==> src/rtl/uart_rx_fifo.sv <==
// 8N1 UART receiver with oversampled start detection and a small receive FIFO.
// Bytes leave on a valid/ready stream; framing errors and overruns pulse for one cycle.
module uart_rx_fifo #(
    parameter int FIFO_DEPTH = 4,
    parameter int DIV_W      = 16,
    localparam int AW        = $clog2(FIFO_DEPTH)
) (
    input  logic             clk,
    input  logic             rst,
    input  logic [DIV_W-1:0] div,
    input  logic             rx,
    output logic [7:0]       dout,
    output logic             dout_valid,
    input  logic             dout_ready,
    output logic [AW:0]      level,
    output logic             frame_err,
    output logic             overrun
);

    typedef enum logic [2:0] {
        IDLE,
        START,
        DATA,
        STOP,
        BRK
    } state_t;

    state_t           state_q;
    logic [1:0]       sync_q;
    logic             rs;
    logic [DIV_W-1:0] d_in;
    logic [DIV_W-1:0] d_q;
    logic [DIV_W-1:0] cnt_q;
    logic             cnt_zero;
    logic [2:0]       bit_q;
    logic [7:0]       shreg_q;
    logic             frame_err_q;
    logic             overrun_q;
    logic             push;
    logic             pop;
    logic             full;
    logic             wr_en;
    logic [AW:0]      wr_ptr_q, wr_ptr_d;
    logic [AW:0]      rd_ptr_q, rd_ptr_d;
    logic [7:0]       mem_q [FIFO_DEPTH];

    assign d_in     = (div < DIV_W'(4)) ? DIV_W'(4) : div;
    assign rs       = sync_q[1];
    assign cnt_zero = (cnt_q == '0);

    always_ff @(posedge clk) begin
        if (rst) begin
            sync_q <= 2'b11;
        end else begin
            sync_q <= {sync_q[0], rx};
        end
    end

    // Counters hold "cycles to sample minus one", so a load of N-1 samples N cycles on.
    always_ff @(posedge clk) begin
        if (rst) begin
            state_q     <= IDLE;
            d_q         <= DIV_W'(4);
            cnt_q       <= '0;
            bit_q       <= '0;
            shreg_q     <= '0;
            frame_err_q <= 1'b0;
        end else begin
            frame_err_q <= 1'b0;
            unique case (state_q)
                IDLE: begin
                    if (!rs) begin
                        d_q     <= d_in;
                        cnt_q   <= (d_in >> 1) - DIV_W'(1);
                        state_q <= START;
                    end
                end
                START: begin
                    if (!cnt_zero) begin
                        cnt_q <= cnt_q - DIV_W'(1);
                    end else if (rs) begin
                        state_q <= IDLE;
                    end else begin
                        cnt_q   <= d_q - DIV_W'(1);
                        bit_q   <= '0;
                        state_q <= DATA;
                    end
                end
                DATA: begin
                    if (!cnt_zero) begin
                        cnt_q <= cnt_q - DIV_W'(1);
                    end else begin
                        shreg_q <= {rs, shreg_q[7:1]};
                        cnt_q   <= d_q - DIV_W'(1);
                        bit_q   <= bit_q + 3'd1;
                        if (bit_q == 3'd7) begin
                            state_q <= STOP;
                        end
                    end
                end
                STOP: begin
                    if (!cnt_zero) begin
                        cnt_q <= cnt_q - DIV_W'(1);
                    end else if (rs) begin
                        state_q <= IDLE;
                    end else begin
                        frame_err_q <= 1'b1;
                        state_q     <= BRK;
                    end
                end
                BRK: begin
                    if (rs) begin
                        state_q <= IDLE;
                    end
                end
                default: state_q <= IDLE;
            endcase
        end
    end

    assign push = (state_q == STOP) && cnt_zero && rs;

    // A full FIFO still accepts a push when the head is popped in the same cycle.
    assign level      = wr_ptr_q - rd_ptr_q;
    assign dout_valid = (level != '0);
    assign full       = (level == (AW+1)'(FIFO_DEPTH));
    assign pop        = dout_valid && dout_ready;
    assign wr_en      = push && (!full || pop);
    assign wr_ptr_d   = wr_ptr_q + {{AW{1'b0}}, wr_en};
    assign rd_ptr_d   = rd_ptr_q + {{AW{1'b0}}, pop};
    assign dout       = mem_q[rd_ptr_q[AW-1:0]];

    always_ff @(posedge clk) begin
        if (rst) begin
            wr_ptr_q  <= '0;
            rd_ptr_q  <= '0;
            overrun_q <= 1'b0;
            for (int i = 0; i < FIFO_DEPTH; i++) begin
                mem_q[i] <= '0;
            end
        end else begin
            wr_ptr_q  <= wr_ptr_d;
            rd_ptr_q  <= rd_ptr_d;
            overrun_q <= push && !wr_en;
            if (wr_en) begin
                mem_q[wr_ptr_q[AW-1:0]] <= shreg_q;
            end
        end
    end

    assign frame_err = frame_err_q;
    assign overrun   = overrun_q;

endmodule

==> config.mk <==
export PLATFORM = sky130hd
export DESIGN_NAME = uart_rx_fifo
export DESIGN_NICKNAME = d
export VERILOG_FILES = /design/src/rtl/uart_rx_fifo.sv
export SDC_FILE = /design/constraint.sdc
export NUM_CORES = 1
export LEC_CHECK = 0
export CAP_MARGIN = 20
export CORE_MARGIN = 2
export CORE_UTILIZATION = 59
export CTS_CLUSTER_DIAMETER = 60
export DETAILED_ROUTE_END_ITERATION = 16
export PLACE_DENSITY = 0.79
export SLEW_MARGIN = 10
export SYNTH_ARGS = -nofsm -noshare
export SYNTH_HDL_FRONTEND = slang
export SYNTH_SLANG_ARGS = --single-unit
==> constraint.sdc <==
create_clock -name clk -period 3.3 [get_ports clk]
set_clock_uncertainty 0.15 [all_clocks]
set_input_delay 0.66 -clock clk [delete_from_list [all_inputs] [get_ports clk]]
set_output_delay 0.66 -clock clk [all_outputs]
set_load 0.05 [all_outputs]
==> run summary <==
Aggregate routed wire length -> 11800 um
Maximum ir drop on the vdd rail -> 314 uV
Net count reported at finish -> 602
Worst slack on hold paths -> 276 ps
Post-route DRC -> 0
Number of ports placed on the die boundary -> 34
Routed via count -> 4094
Maximum number of pins on one net before global-route repair -> 60
Total global-route track usage -> 0.282
Design Power -> 3.13 mW
Worst-case headroom to the max-slew limit -> 0.430
Diode insertion count for antenna repair -> 0
CP Class -> primary input to flip-flop
Final sum of negative setup slack -> 0 ps
Required time reported for the critical path endpoint -> 3400 ps
Number of fillers in the final layout -> 607
Detailed-route wire length per cell -> 17.3 um
Number of vias per cell -> 6.03
Ys async rst share -> 0
End point of the worst hold path -> sync_q[1]$_SDFF_PP1_
Skew-Pair Late Insertion Delay -> 390 ps
Overflow left after global routing -> 0
DIE WIDTH -> 95.0 um
Net count after synthesis -> 557
Reg2reg end -> mem_q[2][2]$_SDFFCE_PN0P_
Vertical die dimension -> 95.0 um
Placement row count -> 33
Number of endpoints with negative hold slack in the final report -> 0
First-pass GRT wire length -> 19200 um
Part of the Yosys area used for sequential elements -> 0.426
CTS tree -> built
Hold Path Depth -> 1
Number of enable flip-flop cells after synthesis -> 32
Most common flop cell mapped by yosys -> dfxtp_1
Die footprint -> 9030 um^2
Fraction of final layout cells with drive strength greater than 1 -> 0.139
Core ar. -> 8130 um^2
Final Non-Filler Cells -> 679
Clock Path Buffers -> 2
Total count of max-transition violations in the final report -> 0
Initial cell density of the core -> 0.601
Total half-perimeter wirelength after legalization and detailed placement -> 8700 um
Vias in the first global route -> 3892
Class of the tightest hold or removal check -> flip-flop to flip-flop
Number of instances in the placed design -> 663
Number of levels the H-tree was split into -> 3
Worst reg-to-reg path cell count -> 9
Area leader, netlist -> dfxtp_1
# hold bufs at CTS -> 0
Area share of the largest cell type after synthesis -> 0.229
Port buffer count -> 33
Critical-path maximum fanout -> 4
Leakage power total -> 2.11 nW
Router iterations before antenna repair -> 5
Number of clock sinks seen by CTS -> 88
Slew of the pin with the lowest slew margin -> 851 ps
Total clock buffers created by CTS -> 9
Initial antenna violation count -> 0
Sequential cell area -> 2080 um^2
Summed instance area of the synthesized netlist -> 4890 um^2
Number of design-rule violations left by the first detailed-router iteration -> 316
Result of the run -> finished clean
Maxcap violations -> 0
Setup violators final -> 0
Pwr per Cell Area -> 548 nW/um^2
Most used cells in the layout excluding fill and tap cells -> dfxtp_1 (56), nand2_1 (50), nor2_1 (47), buf_4 (36), and2_1 (35)
Critical path startpoint category -> primary input
Max Clock Freq -> 0.323 GHz
Data arrival time of the critical path -> 3200 ps
Top cells by area in the synthesized netlist -> dfxtp_1 (23%), edfxtp_1 (20%), and2_1 (4.5%)
Root buffer cell -> clkbuf_8
Yosys reg bits -> 88
Number of instances in the synthesized netlist -> 524
Syn Area/Cell -> 9.33 um^2
Minimum setup slack among reg-to-reg paths -> 230 ps
Most common cell after layout, fill and taps aside -> dfxtp_1
Share of the cycle needed by the critical path after routing -> 0.939
Global placement routability congestion -> 0.936
Area of the multi-input gates -> 2660 um^2
Syn-to-layout area delta -> 16.5%
Post-synthesis cell type count -> 59
Worst r2r src -> wr_ptr_q[0]$_SDFF_PP0_
Yosys warns -> 0
Clock transition at the register clock pins on the worst setup and hold paths after CTS -> 100 ps
Startpoint of the worst hold path -> sync_q[0]$_SDFF_PP1_
Worst setup EP type -> flip-flop
Number of nets still failing antenna checks after routing -> 0
Fin crit period -> 3100 ps
[worst max-delay path, cell delays in order]
cell and delay, ps:
clkdlybuf4s50_1 440, nor4_2 280, buf_4 170, nand2_1 80
nor4_2 260, nand2b_1 190, buf_4 140, ha_1 130
nor2b_1 160, nand4_1 170, xor2_1 160, o22ai_1 90
o21ai_0 180, a21oi_1 70
[cells in the mapped netlist (4+ instances only)]
library cell / number
a31oi_1: 4
edfxtp_1: 32
nor4_1: 15
ha_1: 12
a21oi_1: 24
nand2_1: 50
nor2b_1: 7
nand4_1: 4
o22ai_1: 12
or3_1: 10
mux2i_1: 14
a22oi_1: 5
xor2_1: 16
or2_2: 4
inv_1: 11
and3_1: 5
nor3_1: 29
nand3_1: 9
a211oi_1: 7
o21ai_0: 15
buf_2: 9
nor2_1: 47
mux4_2: 8
xnor2_1: 19
and2_1: 35
clkbuf_1: 16
dfxtp_1: 56
[registers in the layout (all words and copies together), names as in the netlist]
| register | cells |
|---|---|
| state_q | 3 |
| sync_q | 2 |
| overrun | 1 |
| mem_q | 32 |
| wr_ptr_q | 3 |
| frame_err | 1 |
| d_q | 16 |
| rd_ptr_q | 3 |
| bit_q | 3 |
| shreg_q | 8 |
| cnt_q | 16 |
[where the power goes]
part / switching, mW / internal, mW
Sequential: 0.0583 / 1.17
Clock: 0.453 / 0.375
Combinational: 0.660 / 0.406
[stage by stage]
| stage | cell area [um^2] | setup slack (ps) | utilization |
|---|---|---|---|
| 2_1_floorplan | 4890 | 84.9 | - |
| 3_3_place_gp | 5440 | -196 | 0.669 |
| 5_1_grt | 5700 | -5.84 | 0.701 |
| 3_5_place_dp | 5440 | -180 | 0.669 |
| 4_1_cts | 5670 | 73.1 | 0.697 |
| 6_report | 5700 | 201 | 0.701 |
[logic make-up after synthesis]
family,share of synthesized area
flip-flops,0.426
AO/OA/AOI/OAI,0.111
buffers and inverters,0.0391
AND/OR/NAND/NOR,0.262
multiplexers,0.0655
XOR/XNOR,0.0627
adder cells (fa/ha/maj),0.0348
[final cells by class]
cell class,count,share of cell area
Clock buffer,9,0.0217
Clock inverter,7,0.0167
Inverter,11,0.00725
Multi-Input combinational cell,393,0.467
Sequential cell,88,0.365
Tap cell,105,0.0231
Timing Repair Buffer,66,0.0993
[per-layer routing]
layer,up-vias,part of all wire,track usage
li1,1981,-,-
met1,1950,0.45,0.392
met2,145,0.47,0.436
met3,18,0.060,0.0545
met4,0,0.018,0.110
met5,-,0,0
[worst max-delay path by stage]
stage,start,endpoint,slack [ps]
after global routing,div[13],cnt_q[10]$_SDFFE_PP0P_,-6
after floorplan,wr_ptr_q[0]$_SDFF_PP0_,mem_q[0][0]$_SDFFCE_PN0P_,80
after global placement,div[13],cnt_q[12]$_SDFFE_PP0P_,-200
final,div[13],cnt_q[10]$_SDFFE_PP0P_,200
after CTS,wr_ptr_q[0]$_SDFF_PP0_,mem_q[1][2]$_SDFFCE_PN0P_,70
after detailed placement,div[13],cnt_q[12]$_SDFFE_PP0P_,-180
[what timing repair did]
action / CTS / global route
setup endpoints to repair: 16 / 20
endpoints found under the hold margin: 0 / 0
buffers inserted: 0 / 0
resized for setup: 1 / 6
Power figures use the tool's default switching activity.
